[src/rtl/deemph_stereo_sched.sv]
// Stereo first-order de-emphasis (y += b*(x-y)) sharing one registered multiplier across L and R.
// Accept-to-out_valid 4 clocks, one pair per 4 clocks; producer held off by in_ready, no output backpressure.
module deemph_stereo_sched #(
  parameter int width      = 16,
  parameter int coef_width = 16,
  parameter int coef_50    = 30458,
  parameter int coef_75    = 22332
) (
  input  logic             clk,
  input  logic             reset_n,
  input  logic             in_valid,
  output logic             in_ready,
  input  logic [width-1:0] in_l,
  input  logic [width-1:0] in_r,
  input  logic             tau_sel,
  input  logic             bypass,
  output logic             out_valid,
  output logic [width-1:0] out_l,
  output logic [width-1:0] out_r
);

  localparam int pw = width + coef_width + 2;
  localparam logic [coef_width-1:0] c50 = coef_width'(coef_50);
  localparam logic [coef_width-1:0] c75 = coef_width'(coef_75);

  typedef enum logic [1:0] {IDLE, MUL_L, MUL_R, ACC_R} state_t;

  state_t                  state;
  logic signed [width-1:0] x_l, x_r, y_l, y_r;
  logic [coef_width-1:0]   coef;
  logic                    byp;
  logic signed [pw-1:0]    p;

  logic signed [width-1:0] mul_x, mul_y, acc_y, y_new;
  logic signed [width:0]   diff;
  logic signed [pw-1:0]    diff_ext, coef_ext, prod, acc_ext, sum;
  logic                    unused_sum_bits;

  assign in_ready = reset_n && (state == IDLE);
  assign out_l    = y_l;
  assign out_r    = y_r;

  // The multiplier serves left in MUL_L and right in MUL_R; the adder serves left in MUL_R, right in ACC_R.
  always_comb begin
    mul_x = x_r;
    mul_y = y_r;
    acc_y = y_r;
    if (state == MUL_L) begin
      mul_x = x_l;
      mul_y = y_l;
    end
    if (state == MUL_R) begin
      acc_y = y_l;
    end
  end

  assign diff     = {mul_x[width-1], mul_x} - {mul_y[width-1], mul_y};
  assign diff_ext = {{(pw-width-1){diff[width]}}, diff};
  assign coef_ext = {{(pw-coef_width){1'b0}}, coef};
  assign prod     = diff_ext * coef_ext;

  assign acc_ext  = p >>> coef_width;
  assign sum      = {{(pw-width){acc_y[width-1]}}, acc_y} + acc_ext;
  assign y_new    = sum[width-1:0];
  // y stays between old y and x, so the bits above width carry no information
  assign unused_sum_bits = ^sum[pw-1:width];

  always_ff @(posedge clk or negedge reset_n) begin
    if (!reset_n) begin
      state     <= IDLE;
      x_l       <= '0;
      x_r       <= '0;
      y_l       <= '0;
      y_r       <= '0;
      coef      <= '0;
      byp       <= 1'b0;
      p         <= '0;
      out_valid <= 1'b0;
    end else begin
      out_valid <= 1'b0;
      case (state)
        IDLE: begin
          if (in_valid) begin
            x_l   <= in_l;
            x_r   <= in_r;
            byp   <= bypass;
            coef  <= tau_sel ? c75 : c50;
            state <= MUL_L;
          end
        end
        MUL_L: begin
          p     <= prod;
          state <= MUL_R;
        end
        MUL_R: begin
          p     <= prod;
          y_l   <= byp ? x_l : y_new;
          state <= ACC_R;
        end
        ACC_R: begin
          y_r       <= byp ? x_r : y_new;
          out_valid <= 1'b1;
          state     <= IDLE;
        end
        default: state <= IDLE;
      endcase
    end
  end

endmodule

[config.mk]
export PLATFORM = sky130hd
export DESIGN_NAME = deemph_stereo_sched
export DESIGN_NICKNAME = d
export VERILOG_FILES = /design/src/rtl/deemph_stereo_sched.sv
export SDC_FILE = /design/constraint.sdc
export NUM_CORES = 1
export LEC_CHECK = 0
export CAP_MARGIN = 20
export CORE_AREA = 5 5 165 167
export DETAILED_ROUTE_END_ITERATION = 10
export DIE_AREA = 0 0 170 172
export GPL_TIMING_DRIVEN = 0
export PLACE_DENSITY = 0.71
export SLEW_MARGIN = 20
export SYNTH_ARGS = -nofsm -noshare
export SYNTH_HDL_FRONTEND = slang
export SYNTH_SLANG_ARGS = --single-unit
export TNS_END_PERCENT = 5
[constraint.sdc]
create_clock -name clk -period 23.1 [get_ports clk]
set_clock_uncertainty 0.15 [all_clocks]
set_input_delay 3.465 -clock clk [delete_from_list [all_inputs] [get_ports clk]]
set_output_delay 3.465 -clock clk [all_outputs]
set_load 0.005 [all_outputs]
==> results.json, run 1 <==
{
  "vias": 8773,
  "post-cts-setup-buffer-count": 0,
  "status": "finished clean",
  "use_met1_pct": 29.9,
  "cts.repair.resized": 0,
  "rr_endpoint": "p[30]$_DFFE_PN0P_",
  "fmaxAchievable_ghz": 0.0930,
  "yosysMostFrequentCell": "inv_1",
  "stdcell_count": 1669,
  "gp_congestion": 0.909,
  "multi_input_area_mm2": 0.00917,
  "nNetsFinal": 1704,
  "fp.coreArea_mm2": 0.0256,
  "cp-end-kind": "register",
  "cp-start-kind": "register",
  "arrival_ns": 10.84,
  "fillers": 2280,
  "wl_per_cell_um": 17.5,
  "synth_nets": 1622,
  "clockBufferDepth": 2,
  "gr-usage-met3_pct": 3.29,
  "drc": 0,
  "grt_pass1_wl_um": 49000,
  "min_path_type": "register to register",
  "drtIter0Drc": 554,
  "dpl.hpwl_um": 25500,
  "grt_overflow": 0,
  "synth_ff_type": "dfrtp_1",
  "layout_min_cycle_time_ns": 10.76,
  "cts_buffers": 9,
  "hold_buffers": 0,
  "antenna_found_initial": 1,
  "finalHoldWorstSlack_ns": 0.385,
  "clk_latency_ns": 0.35,
  "ys_warn_count": 0,
  "dp.cells": 1653,
  "vias_per_cell": 5.26,
  "pin_count": 71,
  "met2_usage_pct": 35.1,
  "timing.final.crit_share_pct": 46.6,
  "synthTopCellsByCount": "284 x inv_1, 193 x fa_1, 145 x ha_1, 87 x dfrtp_1, 78 x a21oi_1",
  "synth_top_family_by_area": "adder cells",
  "synth_edf_count": 0,
  "clkTransAtPathRegs_ns": 0.06,
  "grt_start_max_net_pins": 47,
  "grt_pass1_vias": 9490,
  "final_hold_viol_count": 0,
  "clock-root-buffer": "clkbuf_16",
  "die_area_mm2": 0.0292,
  "drv_cap": 0,
  "synth.area.mux_share_pct": 8.40,
  "layout-drive-gt1-share_pct": 7.50,
  "slew-limit-headroom_pct": 26.8,
  "syn_area_mm2": 0.0125,
  "rr_worst_depth": 33,
  "synth_top_area_cell": "fa_1",
  "regArea_mm2": 0.00218,
  "cts_num_sinks": 87,
  "worst_path_max_delay_cell": "buf_1",
  "dr.pass1.iters": 5,
  "busiest_layer": "met2",
  "area_delta_synth_final_pct": 11.4,
  "yosysTopAreaCellShare_pct": 30.9,
  "die_w_um": 170,
  "rsz0062_at_grt": "no",
  "syn_area_per_cell_um2": 10.0,
  "port_buffers": 70,
  "critical_path_required_ns": 23.18,
  "hp-start": "x_l[13]$_DFFE_PN0P_",
  "finalCoreUtilization_pct": 54.4,
  "setup_tns_ns": 0,
  "setup_viol": 0,
  "num_antenna_cells": 0,
  "synthAdderAreaFrac_pct": 45.4,
  "cp_max_fo": 10,
  "async_flop_share_pct": 100,
  "ys_seq_area_share_pct": 17.4,
  "cts_max_level": 3,
  "ant_nets": 0,
  "synth-xor-area-share_pct": 3.50,
  "hold_depth": 1,
  "tightestPinTransition_ns": 1.07,
  "die_h_um": 172,
  "postSynthCellCount": 1247,
  "synth.distinct_cells": 50,
  "start_util_pct": 48.8,
  "wirelength_um": 29300,
  "r2r-start": "state[1]$_DFFE_PN0P_",
  "rows": 59,
  "synthTopCellsByArea": "fa_1 31%, dfrtp_1 17%, ha_1 15%, inv_1 8.5%, mux2_2 6.8%",
  "synth_compound_area_share_pct": 8.22,
  "synth-simple-area-share_pct": 7.79,
  "slowest_delay_ns": 0.61,
  "hold_end": "x_l[13]$_DFFE_PN0P_",
  "synth-seq-cells": 87,
  "reg2reg_slack_ns": 12.34,
  "crit_type": "register to register",
  "grt_usage_pct": 21.3,
  "tritoncts": "done",
  "finalMaxSlewViolations": 0
}
## metrics by stage
| stage | instance area, µm² | setup slack (ns) |
|---|---|---|
| after floorplan | 12500 | 14.24 |
| after global placement | 13600 | 11.79 |
| after detailed placement | 13600 | 12.40 |
| after CTS | 13900 | 12.37 |
| after global routing | 13900 | 11.69 |
| final | 13900 | 12.34 |
## critical path: cells and delay by family (launching register included)
family,cells,cell delay [ns]
muxes,2,0.60
and+or+nand+nor,2,0.71
buffers and inverters,9,1.85
DFF,1,0.41
adders and majority gates,10,4.22
xor gates and xnor gates,1,0.15
AOI/OAI and AO/OA,9,2.55
## per-layer routing
metal  part of all wire, %  up-vias
met5                     0        -
met4                   2.5        0
met1                    46     4408
met3                   4.2       44
met2                    47      195
li1                      -     4126
## state kept, by name, indices dropped and copies added (netlist names)
register and cells:
byp 1, x_r 16, out_r 16, out_valid 1, p 16, out_l 16
coef 3, x_l 16, state 2
## final cells by class
cell class                 count  share of cell area (%)
clock buffer                   9                    1.62
multi-input combinational    851                    65.8
clock inverter                 7                   0.395
buffer                        25                   0.674
sequential                    87                    15.6
tap                          335                    3.01
inverter                     284                    7.65
timing repair buffer          71                    5.21
## how the worst max path moves through the flow
stage,startpoint,end,cells after the start,slack (ns)
after floorplan,state[1]$_DFFE_PN0P_,p[25]$_DFFE_PN0P_,37,14.24
after global placement,reset_n,in_ready,3,11.79
after detailed placement,state[1]$_DFFE_PN0P_,p[30]$_DFFE_PN0P_,33,12.40
after CTS,state[1]$_DFFE_PN0P_,p[30]$_DFFE_PN0P_,33,12.37
after global routing,state[1]$_DFFE_PN0P_,p[30]$_DFFE_PN0P_,33,11.69
final,state[1]$_DFFE_PN0P_,p[30]$_DFFE_PN0P_,33,12.34
## placed cells by master (no fill, tap or decap), types with 19 or more instances in the layout
cell and count:
clkdlybuf4s50_1 69, and2_1 35, a21oi_1 78, clkbuf_1 19
nor2b_1 19, inv_1 284, nor2_1 60, mux2_2 75
xnor2_1 34, mux2i_1 19, nand2_1 49, dfrtp_1 87
fa_1 193, ha_1 145
## kinds of logic after synthesis
logic type | after synthesis
DFF | 87
and+or+nand+nor | 202
adders and majority gates | 338
AOI/OAI and AO/OA | 166
muxes | 95
xor gates and xnor gates | 50
buffers and inverters | 309
Power of run 1 is left out: the tool's default activity adds up to more than one toggle a clock period on the data nets, which glitch-free logic cannot reach.
==> inputs of run 2 (changes only) <==
--- a/config.mk
+++ b/config.mk
@@ -10,7 +10,7 @@
 export DETAILED_ROUTE_END_ITERATION = 10
 export DIE_AREA = 0 0 170 172
 export GPL_TIMING_DRIVEN = 0
-export PLACE_DENSITY = 0.71
+export PLACE_DENSITY = 0.73
 export SLEW_MARGIN = 20
 export SYNTH_ARGS = -nofsm -noshare
 export SYNTH_HDL_FRONTEND = slang
==> constraint.sdc (replaced) <==
create_clock -name clk -period 9.17 [get_ports clk]
set_clock_uncertainty 0.15 [all_clocks]
set_input_delay 1.3755 -clock clk [delete_from_list [all_inputs] [get_ports clk]]
set_output_delay 1.3755 -clock clk [all_outputs]
set_load 0.005 [all_outputs]
==> results.json, run 2 (synthesis gave the netlist of run 1 again) <==
{
  "cts_buffers": 9,
  "critical_path_required_ns": 9.26,
  "tritoncts": "done",
  "final_hold_viol_count": 0,
  "start_util_pct": 48.8,
  "clk_latency_ns": 0.35,
  "dpl.hpwl_um": 25200,
  "pin_count": 71,
  "rows": 59,
  "gp_congestion": 0.945,
  "crit_type": "register to register",
  "drc": 0,
  "wl_per_cell_um": 17.8,
  "nNetsFinal": 1707,
  "cpMostUsedCell": "fa_1",
  "port_buffers": 70,
  "drtIter0Drc": 588,
  "antenna_found_initial": 0,
  "layout-drive-gt1-share_pct": 11.3,
  "finalMaxSlewViolations": 0,
  "arrival_ns": 9.00,
  "fp.coreArea_mm2": 0.0256,
  "cp_max_fo": 10,
  "fmaxAchievable_ghz": 0.112,
  "dpl_cell_area_mm2": 0.0136,
  "area_delta_synth_final_pct": 13.8,
  "setup_viol": 0,
  "ant_nets": 0,
  "cp-end-kind": "register",
  "grt_pass1_vias": 9708,
  "slew-limit-headroom_pct": 31.4,
  "clkTransAtPathRegs_ns": 0.06,
  "grt_overflow": 0,
  "wirelength_um": 29700,
  "num_antenna_cells": 0,
  "dp.cells": 1653,
  "die_h_um": 172,
  "worst_path_max_delay_cell": "nor3_1",
  "grt_pass1_wl_um": 49300,
  "die_w_um": 170,
  "slowest_delay_ns": 0.57,
  "layout_min_cycle_time_ns": 8.92,
  "tightestPinTransition_ns": 1.00,
  "vias_per_cell": 5.34,
  "cts_max_level": 3,
  "clockBufferDepth": 2,
  "timing.final.crit_share_pct": 97.2,
  "dr.pass1.iters": 5,
  "stdcell_count": 1672,
  "die_area_mm2": 0.0292,
  "min_path_type": "register to register",
  "final_common_cell": "inv_1",
  "final_area_mm2": 0.0142,
  "mostFrequentLayoutCells": "282 x inv_1, 191 x fa_1, 142 x ha_1, 87 x dfrtp_1, 76 x a21oi_1",
  "vias": 8935,
  "cts_num_sinks": 87,
  "drv_cap": 0,
  "clock-root-buffer": "clkbuf_16",
  "hold_buffers": 0,
  "grt_start_max_net_pins": 59,
  "status": "finished clean",
  "grt_usage_pct": 21.3,
  "cp-start-kind": "register"
}
[run 2: cell types whose count changed in the layout (fill, tap and decap cells not counted), moves of 3 or more]
cell      before  now
xnor2_2        0    4
and2_1        35   30
buf_4          1    7
xnor2_1       34   30
o21ai_2        0    5
and2_4         0    5
ha_1         145  142
a211oi_1       6    3
o21ai_1       12    8
[run 2: worst max-delay path, delay by kind of cell, from the launching register on]
kind,cells,cell delay [ns]
buf+inv,6,0.53
fa+ha+maj,9,3.64
xor+xnor,1,0.20
mux,1,0.36
flops,1,0.42
simple gates,6,1.45
compound gates,9,2.07
[run 2: routing by layer]
metal | wire length [µm] | track usage [%]
met2 | 14500 | 35.6
met5 | 0 | 0
met4 | 793 | 5.97
met3 | 1990 | 4.14
met1 | 12400 | 28.4
[run 2: final timing paths]
check	end	slack [ns]	depth (start not counted)	startpoint
max in group asynchronous	p[28]$_DFFE_PN0P_	7.42	2	reset_n
hold / removal	p[25]$_DFFE_PN0P_	0.39	1	p[25]$_DFFE_PN0P_
hold reg to reg	p[25]$_DFFE_PN0P_	0.39	1	p[25]$_DFFE_PN0P_
min in group asynchronous	out_l[4]$_DFFE_PN0P_	0.81	1	reset_n
setup / recovery	p[23]$_DFFE_PN0P_	0.25	32	state[1]$_DFFE_PN0P_
setup reg to reg	p[23]$_DFFE_PN0P_	0.25	32	state[1]$_DFFE_PN0P_
[run 2: cell type report]
class	instances	area [µm²]
inverter	284	1070
tap	335	419
timing repair buffer	76	763
clock buffer	9	225
clock inverter	7	95.1
sequential	87	2180
fill	2205	11400
buffer	23	97.6
multi-input combinational	851	9390
[run 2: timing repair]
action,CTS,global route
resized for setup,26,34
endpoints found under the setup margin,16,11
pin swaps,1,5
buffers inserted,3,2
[run 2: stage by stage]
stage	hold slack, ns	util [%]	setup TNS, ns	setup WS (ns)
floorplan	0.337	-	0	0.311
global placement	0.364	53.2	-12.55	-1.17
detailed placement	0.375	53.3	-14.18	-1.27
CTS	0.389	55.0	0	0.0100
global route	0.396	55.6	-0.129	-0.0505
finish	0.388	55.6	0	0.255
Power of run 2 is left out for the same reason.
==> inputs of run 3 (changes only) <==
--- a/config.mk
+++ b/config.mk
@@ -11,6 +11,7 @@
 export DIE_AREA = 0 0 170 172
 export GPL_TIMING_DRIVEN = 0
 export PLACE_DENSITY = 0.73
+export RECOVER_POWER = 100
 export SLEW_MARGIN = 20
 export SYNTH_ARGS = -nofsm -noshare
 export SYNTH_HDL_FRONTEND = slang
==> results.json, run 3 (synthesis gave the netlist of run 1 again) <==
{
  "grt_start_max_net_pins": 59,
  "start_util_pct": 48.8,
  "wl_per_cell_um": 17.7,
  "worst_path_max_delay_cell": "nor3_1",
  "slew-limit-headroom_pct": -103,
  "vias_per_cell": 5.36,
  "die_area_mm2": 0.0292,
  "antenna_found_initial": 0,
  "clkTransAtPathRegs_ns": 0.06,
  "layout-drive-gt1-share_pct": 11.1,
  "die_w_um": 170,
  "rows": 59,
  "port_buffers": 70,
  "wirelength_um": 29600,
  "vias": 8959,
  "clock-root-buffer": "clkbuf_16",
  "final_hold_viol_count": 0,
  "status": "finished with violations",
  "failed_checks": "max-capacitance violations, max-slew violations",
  "dpl.hpwl_um": 25200,
  "cp-end-kind": "register",
  "cts_buffers": 9,
  "die_h_um": 172,
  "grt_pass1_wl_um": 49300,
  "cp-start-kind": "register",
  "arrival_ns": 9.00,
  "cts_num_sinks": 87,
  "timing.final.crit_share_pct": 97.2,
  "setup_viol": 0,
  "critical_path_required_ns": 9.26,
  "fmaxAchievable_ghz": 0.112,
  "fillers": 2210,
  "final_area_mm2": 0.0142,
  "final_common_cell": "inv_1",
  "area_delta_synth_final_pct": 13.6,
  "grt_overflow": 0,
  "drc": 0,
  "min_path_type": "register to register",
  "dr.pass1.iters": 5,
  "drtIter0Drc": 609,
  "mostFrequentLayoutCells": "282 x inv_1, 191 x fa_1, 142 x ha_1, 87 x dfrtp_1, 76 x a21oi_1",
  "cts_max_level": 3,
  "crit_type": "register to register",
  "multi_input_area_mm2": 0.00938,
  "clockBufferDepth": 2,
  "tritoncts": "done",
  "regArea_mm2": 0.00218,
  "gp_congestion": 0.945,
  "layout_min_cycle_time_ns": 8.91,
  "grt_usage_pct": 21.3,
  "clk_latency_ns": 0.35,
  "drv_cap": 2,
  "dpl_cell_area_mm2": 0.0136,
  "nNetsFinal": 1707,
  "slowest_delay_ns": 0.57,
  "ant_nets": 0,
  "pin_count": 71,
  "cpMostUsedCell": "fa_1",
  "grt_pass1_vias": 9708,
  "fp.coreArea_mm2": 0.0256,
  "tightestPinTransition_ns": 3.04,
  "num_antenna_cells": 0,
  "cp_max_fo": 10,
  "setup_tns_ns": 0,
  "finalMaxSlewViolations": 91
}
==> run 3: cell count changes in the layout (fill, tap and decap cells not counted), sizes merged <==
| cell | change |
|---|---|
| clkdlybuf4s50 | -34 |
| dlygate4sd3 | +34 |
| buf | -3 |
| clkbuf | +3 |
==> run 3: worst paths after layout <==
path                                       from                   to  slack [ns]  cells after the start
max                        state[1]$_DFFE_PN0P_    p[23]$_DFFE_PN0P_        0.26                     32
min                         x_l[13]$_DFFE_PN0P_  x_l[13]$_DFFE_PN0P_        0.39                      1
max reg2reg                state[1]$_DFFE_PN0P_    p[23]$_DFFE_PN0P_        0.26                     32
min reg2reg                 x_l[13]$_DFFE_PN0P_  x_l[13]$_DFFE_PN0P_        0.39                      1
max in group asynchronous               reset_n    p[28]$_DFFE_PN0P_        3.96                      2
min in group asynchronous               reset_n   x_r[3]$_DFFE_PN0P_        1.30                      1
==> run 3: worst max-delay path, delay by kind of cell (launching register included) <==
kind            cells  cell delay [ns]
simple gates        6             1.44
buf+inv             6             0.53
xor+xnor            1             0.20
compound gates      9             2.05
mux                 1             0.36
flops               1             0.42
fa+ha+maj           9             3.64
==> run 3: metal layers <==
| layer | global-route usage [%] | vias up | share of wire [%] |
|---|---|---|---|
| met5 | 0 | - | 0 |
| met4 | 5.97 | 0 | 2.7 |
| met3 | 4.14 | 45 | 6.0 |
| met2 | 35.6 | 275 | 49 |
| met1 | 28.4 | 4516 | 43 |
| li1 | - | 4123 | - |
==> run 3: metrics by stage <==
stage	util, %	std cells	hold WS (ns)	worst slack [ns]
finish	55.4	1672	0.388	0.257
global route	55.4	1672	0.396	-0.0479
CTS	55.0	1670	0.389	0.0100
detailed placement	53.3	1653	0.375	-1.27
global placement	53.2	1652	0.364	-1.17
floorplan	-	1247	0.337	0.311
==> run 3: layout make-up <==
type | count | share of cell area, %
inverters | 284 | 7.53
well taps | 335 | 2.95
clock inverters | 7 | 0.669
repair buffers | 76 | 5.18
flip-flops and latches | 87 | 15.3
plain buffers | 23 | 0.687
clock buffers | 9 | 1.59
multi-input cells | 851 | 66.1
==> run 3: timing repair <==
item,CTS,global route
resized for setup,26,34
setup buffers,3,2
pin swaps,1,5
hold buffers,0,0
endpoints found under the setup margin,16,11
Power of run 3 is left out for the same reason.
